==> src/rtl/egg_timer_pkg.sv <==
// Shared types and constants for the egg timer countdown controller.
// Latency: n/a (definitions only).
// Backpressure: n/a.
package egg_timer_pkg;

  localparam int TIME_W = 6;
  localparam logic [TIME_W-1:0] SEC_MAX = 6'd59;

  typedef enum logic [1:0] {
    IDLE    = 2'd0,
    RUNNING = 2'd1,
    PAUSED  = 2'd2,
    ALARM   = 2'd3
  } state_t;

  // True when an MM:SS pair reads 00:00.
  function automatic logic is_zero(input logic [TIME_W-1:0] m, input logic [TIME_W-1:0] s);
    return (m == '0) && (s == '0);
  endfunction

endpackage

==> src/rtl/tick_prescaler.sv <==
// Enable-style divider: one-cycle tick every DIV cycles while run is high.
// Latency: tick is combinational from the held count (count == DIV-1).
// Backpressure: none; run=0 freezes the count, clr=1 zeroes it.
module tick_prescaler #(
  parameter int DIV = 100000000
) (
  input  logic clk_in,
  input  logic reset,
  input  logic run,
  input  logic clr,
  output logic tick
);

  localparam int CNT_W = $clog2(DIV);

  logic [CNT_W-1:0] count;

  assign tick = run && (count == CNT_W'(DIV - 1));

  // Count while enabled, wrap on the tick cycle, clear has priority over run.
  always_ff @(posedge clk_in) begin
    if (reset) begin
      count <= '0;
    end else if (clr) begin
      count <= '0;
    end else if (run) begin
      count <= tick ? '0 : count + CNT_W'(1);
    end
  end

endmodule

==> src/rtl/egg_timer_ctrl.sv <==
// Egg timer countdown controller: MM:SS setting, 1 Hz countdown, pause and alarm.
// Latency: a button pulse in cycle N shows on the registered outputs after that edge.
// Backpressure: none; single-cycle button pulses are always consumed.
module egg_timer_ctrl
  import egg_timer_pkg::*;
#(
  parameter int TICK_DIV   = 100000000,
  parameter int MAX_MIN    = 59,
  parameter int ALARM_SECS = 10
) (
  input  logic              clk_in,
  input  logic              reset,
  input  logic              btn_start,
  input  logic              btn_clear,
  input  logic              btn_min_up,
  input  logic              btn_sec_up,
  output logic [TIME_W-1:0] minutes,
  output logic [TIME_W-1:0] seconds,
  output logic              running,
  output logic              alarm,
  output logic [1:0]        state
);

  localparam int ACNT_W = $clog2(ALARM_SECS + 1);

  state_t              state_q, state_d;
  logic [TIME_W-1:0]   min_d, sec_d;
  logic [ACNT_W-1:0]   acnt_q, acnt_d;
  logic                running_d, alarm_d;
  logic                tick, pre_run, pre_clr;
  logic                last_sec;

  // Prescaler runs during countdown and alarm; held at zero in IDLE so every
  // start from IDLE begins a fresh full second.
  assign pre_run = (state_q == RUNNING) || (state_q == ALARM);
  assign pre_clr = btn_clear || (state_q == IDLE);

  tick_prescaler #(.DIV(TICK_DIV)) u_prescaler (
    .clk_in (clk_in),
    .reset  (reset),
    .run    (pre_run),
    .clr    (pre_clr),
    .tick   (tick)
  );

  // The next decrement lands on 00:00 only when counting down from 00:01.
  assign last_sec = (minutes == '0) && (seconds == TIME_W'(1));
  assign state    = state_q;

  // State register.
  always_ff @(posedge clk_in) begin
    if (reset) state_q <= IDLE;
    else       state_q <= state_d;
  end

  // Next-state logic; clear beats start, and a final tick beats a pause request.
  always_comb begin
    state_d = state_q;
    if (btn_clear) begin
      state_d = IDLE;
    end else begin
      case (state_q)
        IDLE:    if (btn_start && !is_zero(minutes, seconds)) state_d = RUNNING;
        RUNNING: begin
          if (tick && last_sec)  state_d = ALARM;
          else if (btn_start)    state_d = PAUSED;
        end
        PAUSED:  if (btn_start) state_d = RUNNING;
        ALARM: begin
          if (btn_start)                                           state_d = IDLE;
          else if (tick && (acnt_q == ACNT_W'(ALARM_SECS - 1)))    state_d = IDLE;
        end
        default: state_d = IDLE;
      endcase
    end
  end

  // Output/datapath logic: time fields, alarm counter and status flags.
  always_comb begin
    min_d     = minutes;
    sec_d     = seconds;
    acnt_d    = acnt_q;
    running_d = (state_d == RUNNING);
    alarm_d   = (state_d == ALARM);
    if (btn_clear) begin
      min_d  = '0;
      sec_d  = '0;
      acnt_d = '0;
    end else begin
      case (state_q)
        IDLE: begin
          // Setting buttons yield to a start press in the same cycle.
          if (!btn_start) begin
            if (btn_min_up) min_d = (minutes >= TIME_W'(MAX_MIN)) ? '0 : minutes + TIME_W'(1);
            if (btn_sec_up) sec_d = (seconds >= SEC_MAX) ? '0 : seconds + TIME_W'(1);
          end
        end
        RUNNING: begin
          if (tick && !is_zero(minutes, seconds)) begin
            if (seconds != '0) begin
              sec_d = seconds - TIME_W'(1);
            end else begin
              min_d = minutes - TIME_W'(1);
              sec_d = SEC_MAX;
            end
          end
        end
        ALARM: begin
          min_d = '0;
          sec_d = '0;
          if (btn_start)
            acnt_d = '0;
          else if (tick)
            acnt_d = (acnt_q == ACNT_W'(ALARM_SECS - 1)) ? '0 : acnt_q + ACNT_W'(1);
        end
        default: ;
      endcase
    end
  end

  // Registered outputs and alarm counter.
  always_ff @(posedge clk_in) begin
    if (reset) begin
      minutes <= '0;
      seconds <= '0;
      acnt_q  <= '0;
      running <= 1'b0;
      alarm   <= 1'b0;
    end else begin
      minutes <= min_d;
      seconds <= sec_d;
      acnt_q  <= acnt_d;
      running <= running_d;
      alarm   <= alarm_d;
    end
  end

endmodule

==> config.mk <==
export PLATFORM = sky130hd
export DESIGN_NAME = egg_timer_ctrl
export DESIGN_NICKNAME = d
export VERILOG_FILES = /design/src/rtl/egg_timer_pkg.sv /design/src/rtl/tick_prescaler.sv /design/src/rtl/egg_timer_ctrl.sv
export SDC_FILE = /design/constraint.sdc
export NUM_CORES = 1
export LEC_CHECK = 0
export ABC_AREA = 1
export CELL_PAD_IN_SITES_DETAIL_PLACEMENT = 1
export CELL_PAD_IN_SITES_GLOBAL_PLACEMENT = 2
export CORE_AREA = 2 2 96 98
export DETAILED_ROUTE_END_ITERATION = 10
export DIE_AREA = 0 0 98 100
export PLACE_DENSITY_LB_ADDON = 0.15
export SLEW_MARGIN = 30
export SYNTH_ARGS = -nofsm -noshare
export SYNTH_HDL_FRONTEND = slang
export SYNTH_SLANG_ARGS = --single-unit
==> constraint.sdc <==
create_clock -name clk_in -period 3.3 [get_ports clk_in]
set_clock_uncertainty 0.15 [all_clocks]
set_input_delay 0.66 -clock clk_in [delete_from_list [all_inputs] [get_ports clk_in]]
set_output_delay 0.66 -clock clk_in [all_outputs]
set_load 0.01 [all_outputs]
* Word-level counts from Yosys, hierarchy flattened
Index checks and enable logic that the tools add are counted.
Word-level totals: register bits 47, bits in latches 0, RAM bits 0, memory bits (read-only) 0, input bits 6, output and inout port bits 16, word-level logic and storage cells 73, memories 0
Operators by class: $add $sub $neg 6, multiply operators 0, divide/modulo/power cells 0, $lt $le $gt $ge 2, equality and inequality tests 13, shift operators 0, muxes and demuxes 24, bitwise gates (word level) 0, reduce and logical (&&, ||, !) cells 21
Operators by type and width (number):
- $mux 6 | 10
- $pmux 6 s3 | 2
- $add 27x1->27 const B | 1
- $eq 27x27->1 const B | 1
- $mux 27 | 1
- $mux 2 | 7
- $add 6x1->6 const B | 2
- $ge 6x6->1 const B | 2
- $logic_not 6->1 | 2
- $mux 4 | 3
- $sub 6x1->6 const B | 2
- $ne 2x2->1 const B | 4
- $pmux 2 s4 | 1
- $logic_and 1x1->1 | 7
- $eq 2x2->1 const B | 3
- $eq 6x1->1 const B | 1
- $reduce_bool 6->1 | 1
- $reduce_and 5->1 | 1
- $add 4x1->4 const B | 1
- $eq 2x1->1 const B | 2
- $eq 4x4->1 const B | 1
- $reduce_and 4->1 | 1
- $reduce_or 2->1 | 2
- $reduce_bool 3->1 | 1
- 6 further kinds | 7

* Logic depth before layout (Yosys ltp)
depth after elaboration 9, depth in mapped cells 12, depth with buffers taken out 12

* Cells and area by module
A second synthesis with hierarchy kept.
Second synthesis, totals: cell total of the unflattened synthesis 512, area total of the unflattened synthesis 3144.3 sq um
Modules (own cells, without submodules):
- egg_timer_ctrl | instances 1, cells an instance 265, area an instance 1625.3 sq um, seq. area each 400.4 sq um
- tick_prescaler | instances 1, cells an instance 247, area an instance 1519.0 sq um, seq. area each 540.5 sq um

* Worst setup path before layout
OpenSTA, ideal clock, no wires.
path kind input port to flip-flop, from input port btn_clear, to register u_prescaler.count[10], library setup time 0.070 ns, arrival 1.601 ns, required time 3.080 ns, slack 1.480 ns, stages on the path 8, buffers on the path 1, path through nor2_1 -> inv_1 -> nor2_2 -> nand2_4 -> inv_2 -> buf_6 -> nand2_1 -> a21oi_1
On the way: word-level cells in the longest chain between the ends 2
RTL lines:
- from (decl) | RTL line egg_timer_ctrl.sv:14 | input logic btn_clear,
- $logic_or 1x1->1 | RTL line egg_timer_ctrl.sv:36 | assign pre_clr = btn_clear || (state_q == IDLE);
- $reduce_or 2->1 (no source line)
- to (signal assigned) | RTL line tick_prescaler.sv:27 | count <= tick ? '0 : count + CNT_W'(1);
- to (decl) | RTL line tick_prescaler.sv:16 | logic [CNT_W-1:0] count;
No other way between the ends. A chain may end at the register's enable or synchronous reset.

* Worst setup path in the final report
from input port btn_clear, to register u_prescaler.count[15]
Same word-level chain as after synthesis.

==> results.yml <==
outcome:
  outcome: "completed"
synthesis:
  yosysSeqAreaShare: 0.312
  ys_ff_latch: 47
  synth_xor_area_frac: 0.0406
  yosysWarningCount: 0
  synth_edf_count: 0
  synth-simple-area-share: 0.412
  synthTopCellsByArea: "dfxtp_1, nand2_1, nor2_1"
  synth_compound_area_frac: 0.111
  synth_top_family_by_area: "simple AND/OR/NAND/NOR gates"
  synth_area_sq_mm: 0.00302
  async_flop_share: 0
  synth_ff_type: "dfxtp_1"
  yosysTopAreaCellShare: 0.312
  syn_inst: 468
  synthMuxAreaShare: 0
  synth_nets: 483
  synth.avg_cell_area_sq_um: 6.45
  synthAdderAreaFrac: 0.0373
  synth_area_leader_cell: "dfxtp_1"
  yosys.cell_types.count: 34
clocking:
  cts_max_level: 2
  cts_sinks: 47
  cts_buffers: 5
  tritoncts: "built"
  cts_resized: 0
  post_cts_buffers: 0
  clock_latency_ns: 0.31
  hold_buffers: 0
  path_clk_slew_ns: 0.09
  cts_root_buf: "clkbuf_8"
  clock_path_buffers: 2
final_layout:
  drive_gt1_frac: 0.0801
  area_growth_pct: 13.9
  n_antenna_cell: 0
  fillers: 1182
  multi_input_area_sq_mm: 0.00181
  stdcell_area_sq_mm: 0.00344
  layout_commonest_cell: "nand2_1"
  nNetsFinal: 501
  final_cell_mix: "nand2_1, nor2_1, dfxtp_1, inv_1, nand3_1"
  seq_area_sq_um: 941
run:
  maxCapViolations: 0
power:
  leakage_nw: 1.23
  worst_ir_drop_vdd_uv: 232
  powerDensity_mw_per_mm2: 358
global_routing:
  antenna_found_initial: 0
  grt_pass1_wl_mm: 14.5
  grt_max_degree: 18
  grt_pass1_vias: 2989
  grt_usage: 0.181
  gr-total-overflow: 0
timing:
  fin_crit_sh: 0.719
  slew_headroom: 0.721
  hold_viol_final: 0
  worstMarginPinSlew_ns: 0.418
  fin_tns_setup_ns: 0
  rsz0062_at_grt: "false"
  clock.fmax_mhz: 421
  drv_slew: 0
  setup_violations: 0
  fin_crit_ns: 2.37
setup_path:
  worstSetupPathType: "input port to flop"
  worstSetupPathDepth: 8
  reg2reg_from: "u_prescaler.count[0]"
  cp-end-kind: "flop"
  r2r_end: "u_prescaler.count[18]"
  setup.worst_path.end: "u_prescaler.count[15]"
  cp.arrival_ns: 2.47
  crit_family: "buffers and inverters"
  cp-startpoint: "btn_clear"
  slowest_stage: "clkdlybuf4s50_1"
  r2r_cells: 10
  worstSetupStartpointType: "input port"
  path_max_fanout: 14
  cp.buffers_inverters: 3
  slowest_delay_ns: 0.42
  crit_required_ns: 3.39
  r2r_slack_ns: 1.29
  path_cells: "clkdlybuf4s50_1 > nor2_1 > inv_1 > nor2_2 > nand2_4 > inv_2 > o21ai_0 > a21oi_1"
floorplan:
  initial_core_util: 0.339
  die_height_um: 100
  core_sq_mm: 0.00889
  ios: 22
  dieArea_sq_mm: 0.00980
  rows: 35
  die_w_um: 98
min_path:
  hp-class: "flop to flop"
route:
  drt_first_pass_iters: 4
  drt_wl_total_mm: 8.47
  drt_iter0_markers: 55
  viasPerCell: 4.91
  vias: 2938
  drtAntennaViolNets: 0
  drc: 0
  wl_per_cell_um: 14.2
placed_design:
  placed_area_sq_mm: 0.00330
  portBuffers: 21
  place.gp.congestion: 0.816
  dp_hpwl_mm: 6.55
-- cell usage after synthesis (2+ instances only) --
library cell	n
nand2_2	9
a21oi_1	31
o21ai_2	2
a31oi_1	4
dfxtp_1	47
nand4_1	13
nor3_1	8
nand3_1	40
inv_2	4
inv_1	46
nand2_4	2
o21ai_0	14
nor2_2	5
buf_2	7
ha_1	9
nor2_4	6
xnor2_1	6
o21a_1	3
nand2_1	112
buf_6	2
o31ai_1	2
nor2_1	76
buf_4	2
xor2_1	8
-- where the power goes --
part	switching [W]	internal, W
sequential	0.00000932	0.000573
clock	0.000212	0.000303
combinational	0.0000851	0.0000491
total	0.000306	0.000925
-- cell type report --
| type | count | area share |
|---|---|---|
| Timing Repair Buffer | 23 | 0.0655 |
| Clock inverter | 2 | 0.0175 |
| Multi-Input combinational cell | 359 | 0.527 |
| Sequential cell | 47 | 0.274 |
| Tap cell | 111 | 0.0404 |
| Inverter | 50 | 0.0546 |
| Clock buffer | 6 | 0.0211 |
-- through the flow --
| step | hold WS, ns | setup WS, ns | power [W] | instances | util |
|---|---|---|---|---|---|
| final | 0.346 | 0.926 | 0.00123 | 598 | 0.387 |
| after global routing | 0.376 | 0.658 | 0.00129 | 598 | 0.387 |
| after CTS | 0.348 | 0.894 | 0.00125 | 598 | 0.387 |
| after detailed placement | 0.333 | 0.573 | 0.000732 | 590 | 0.372 |
| after global placement | 0.322 | 0.607 | 0.000730 | 590 | 0.372 |
| after floorplan | 0.298 | 1.48 | 0.000686 | 468 | - |
-- kinds of logic (layout without fill, tap and decap cells) --
| kind of cell | after synthesis | count (layout) |
|---|---|---|
| xor gates and xnor gates | 14 | 14 |
| and+or+nand+nor | 276 | 276 |
| adders and majority gates | 9 | 9 |
| buffers and inverters | 62 | 81 |
| DFF | 47 | 47 |
| AOI/OAI and AO/OA | 60 | 60 |
-- worst reg2reg max path: stages (launching register included) --
cell	delay (ns)
dfxtp_1	0.43
ha_1	0.22
nand3_1	0.12
nor2_2	0.16
nand2_1	0.15
nor2_2	0.18
nand2_1	0.07
inv_1	0.15
nand2_1	0.11
o21ai_2	0.12
nor2_1	0.06
-- layer usage --
layer	vias to the layer above	GRT usage	wire, um
met4	0	0.0449	113
met3	9	0.0237	105
li1	1539	-	-
met1	1373	0.224	3960
met2	17	0.335	4280
met5	-	0	0
-- registers in the layout, indices dropped and copies added, names as in the netlist --
register / count
acnt_q: 4
state: 2
running: 1
minutes: 6
alarm: 1
u_prescaler.count: 27
seconds: 6
-- worst min-delay path by stage --
stage	start	endpoint	slack (ns)	cells after the start
after global placement	u_prescaler.count[21]	u_prescaler.count[21]	0.32	2
after global routing	acnt_q[3]	acnt_q[3]	0.38	2
final	u_prescaler.count[21]	u_prescaler.count[21]	0.35	2
after floorplan	u_prescaler.count[21]	u_prescaler.count[21]	0.30	2
after CTS	u_prescaler.count[21]	u_prescaler.count[21]	0.35	2
after detailed placement	u_prescaler.count[21]	u_prescaler.count[21]	0.33	2
No activity file was read; power rests on OpenSTA's default activity.
==> RTL change: new RTL, config.mk and constraints unchanged <==
Change the parameter `TICK_DIV` from 100000000 to 25000000.
--- a/src/rtl/egg_timer_ctrl.sv
+++ b/src/rtl/egg_timer_ctrl.sv
@@ -4,7 +4,7 @@
 module egg_timer_ctrl
   import egg_timer_pkg::*;
 #(
-  parameter int TICK_DIV   = 100000000,
+  parameter int TICK_DIV   = 25000000,
   parameter int MAX_MIN    = 59,
   parameter int ALARM_SECS = 10
 ) (
Behaviour: no difference found for any inputs over 10 cycles, from zero or initial values and one cycle with reset high; that may be too few to reach the edited logic, so the function may still have changed.
==> RTL change against the original RTL <==
- wire length fell by 5.2%
- total power shrank 2.8%
- synthesized cell count fell by 5.1%
- cell area is 5.0% lower
- worst setup slack better by 74 ps
- sequential cell count down 2
- area after synthesis down 5.5%
- sequential share of layout area up 0.21 points
- clock power shrank 25%
- combinational power grew 75%
- via count shrank 3.4%
- critical endpoint is now seconds[2]
- largest cell class unchanged
- largest power group unchanged
==> RTL change: results (changes against the original RTL) <==
[layout]
clockNetworkAreaShare=0.0295  ; was 0.0386
multiInputGateArea_um2=1700  ; was 1810 µm²
fin_nets=480  ; was 501
buf_share=0.0736  ; was 0.0655
n_fill_cell=1157  ; was 1182
nNonClkBuffers=25  ; was 23
inverters=51  ; was 50
nMultiInputCombCells=336  ; was 359

[detailed_routing]
met1_length_um=3780  ; was 3960 µm
wl_met3_um=122  ; was 105 µm
vias=2838  ; was 2938
met2_wirelength_um=4030  ; was 4280 µm

[placed_design]
dp_hpwl_um=6280  ; was 6550 µm
gp_congestion=0.780  ; was 0.816
post-place-ws_ps=755  ; was 573 ps

[global_routing]
gr-usage-all-layers=0.174  ; was 0.181
met1_usage=0.215  ; was 0.224
first_global_vias=2909  ; was 2989
met2_usage=0.317  ; was 0.335

[min_path]
min_to=u_prescaler.count[20]  ; was u_prescaler.count[21]
holdCritStartpoint=u_prescaler.count[20]  ; was u_prescaler.count[21]
hold_depth=1  ; was 2

[power_and_ir_drop]
max-vdd-ir-drop_uv=159  ; was 232 µV
sw_frac_of_total=0.315  ; was 0.249
p_leak_uw=0.00126  ; was 0.00123 µW

[worst_setup_path]
slowest_delay_ps=610  ; was 420 ps
timing.rr.start=state[0]  ; was u_prescaler.count[0]

[synth]
avgSynthCellArea_um2=6.42  ; was 6.45 µm²
synth_area_leaders=dfxtp_1 32%, nand2_1 13%, nor2_1 10%  ; was dfxtp_1 31%, nand2_1 14%, nor2_1 9.5%
yosysSeqAreaShare=0.316  ; was 0.312
ys_types=39  ; was 34

[timing]
whs_ps=328  ; was 346 ps

[run_status]
outcome=completed  ; unchanged

## RTL change: changes by cell type in the layout (fill, tap and decap cells not counted), sizes merged, moves of 3 or more
cell / delta
nand2: -23
nand4: -9
nand3b: +3
a21oi: -3
nor3: +3
nor4: +3
xnor2: -3
nor2: -4
## RTL change: worst max path at each step
stage	start	endpoint	cells after the start
final	seconds[2]	seconds[2]	1
after global routing	state[0]	u_prescaler.count[18]	10
after CTS	seconds[2]	seconds[2]	1
after detailed placement	btn_clear	u_prescaler.count[16]	6
after global placement	btn_clear	u_prescaler.count[15]	6
after floorplan	btn_start	minutes[3]	8
## RTL change: logic make-up after synthesis
group,synth area share
AOI/OAI and AO/OA,0.125
xor gates and xnor gates,0.0399
adders and majority gates,0.0439
DFF,0.316
and+or+nand+nor,0.386
buffers and inverters,0.0886
## RTL change: power groups by stage
stage	combinational [µW]	sequential [µW]	clock (µW)
floorplan	167	583	0
global placement	235	589	0
detailed placement	238	588	0
CTS	239	576	404
global route	268	579	424
finish	234	575	388
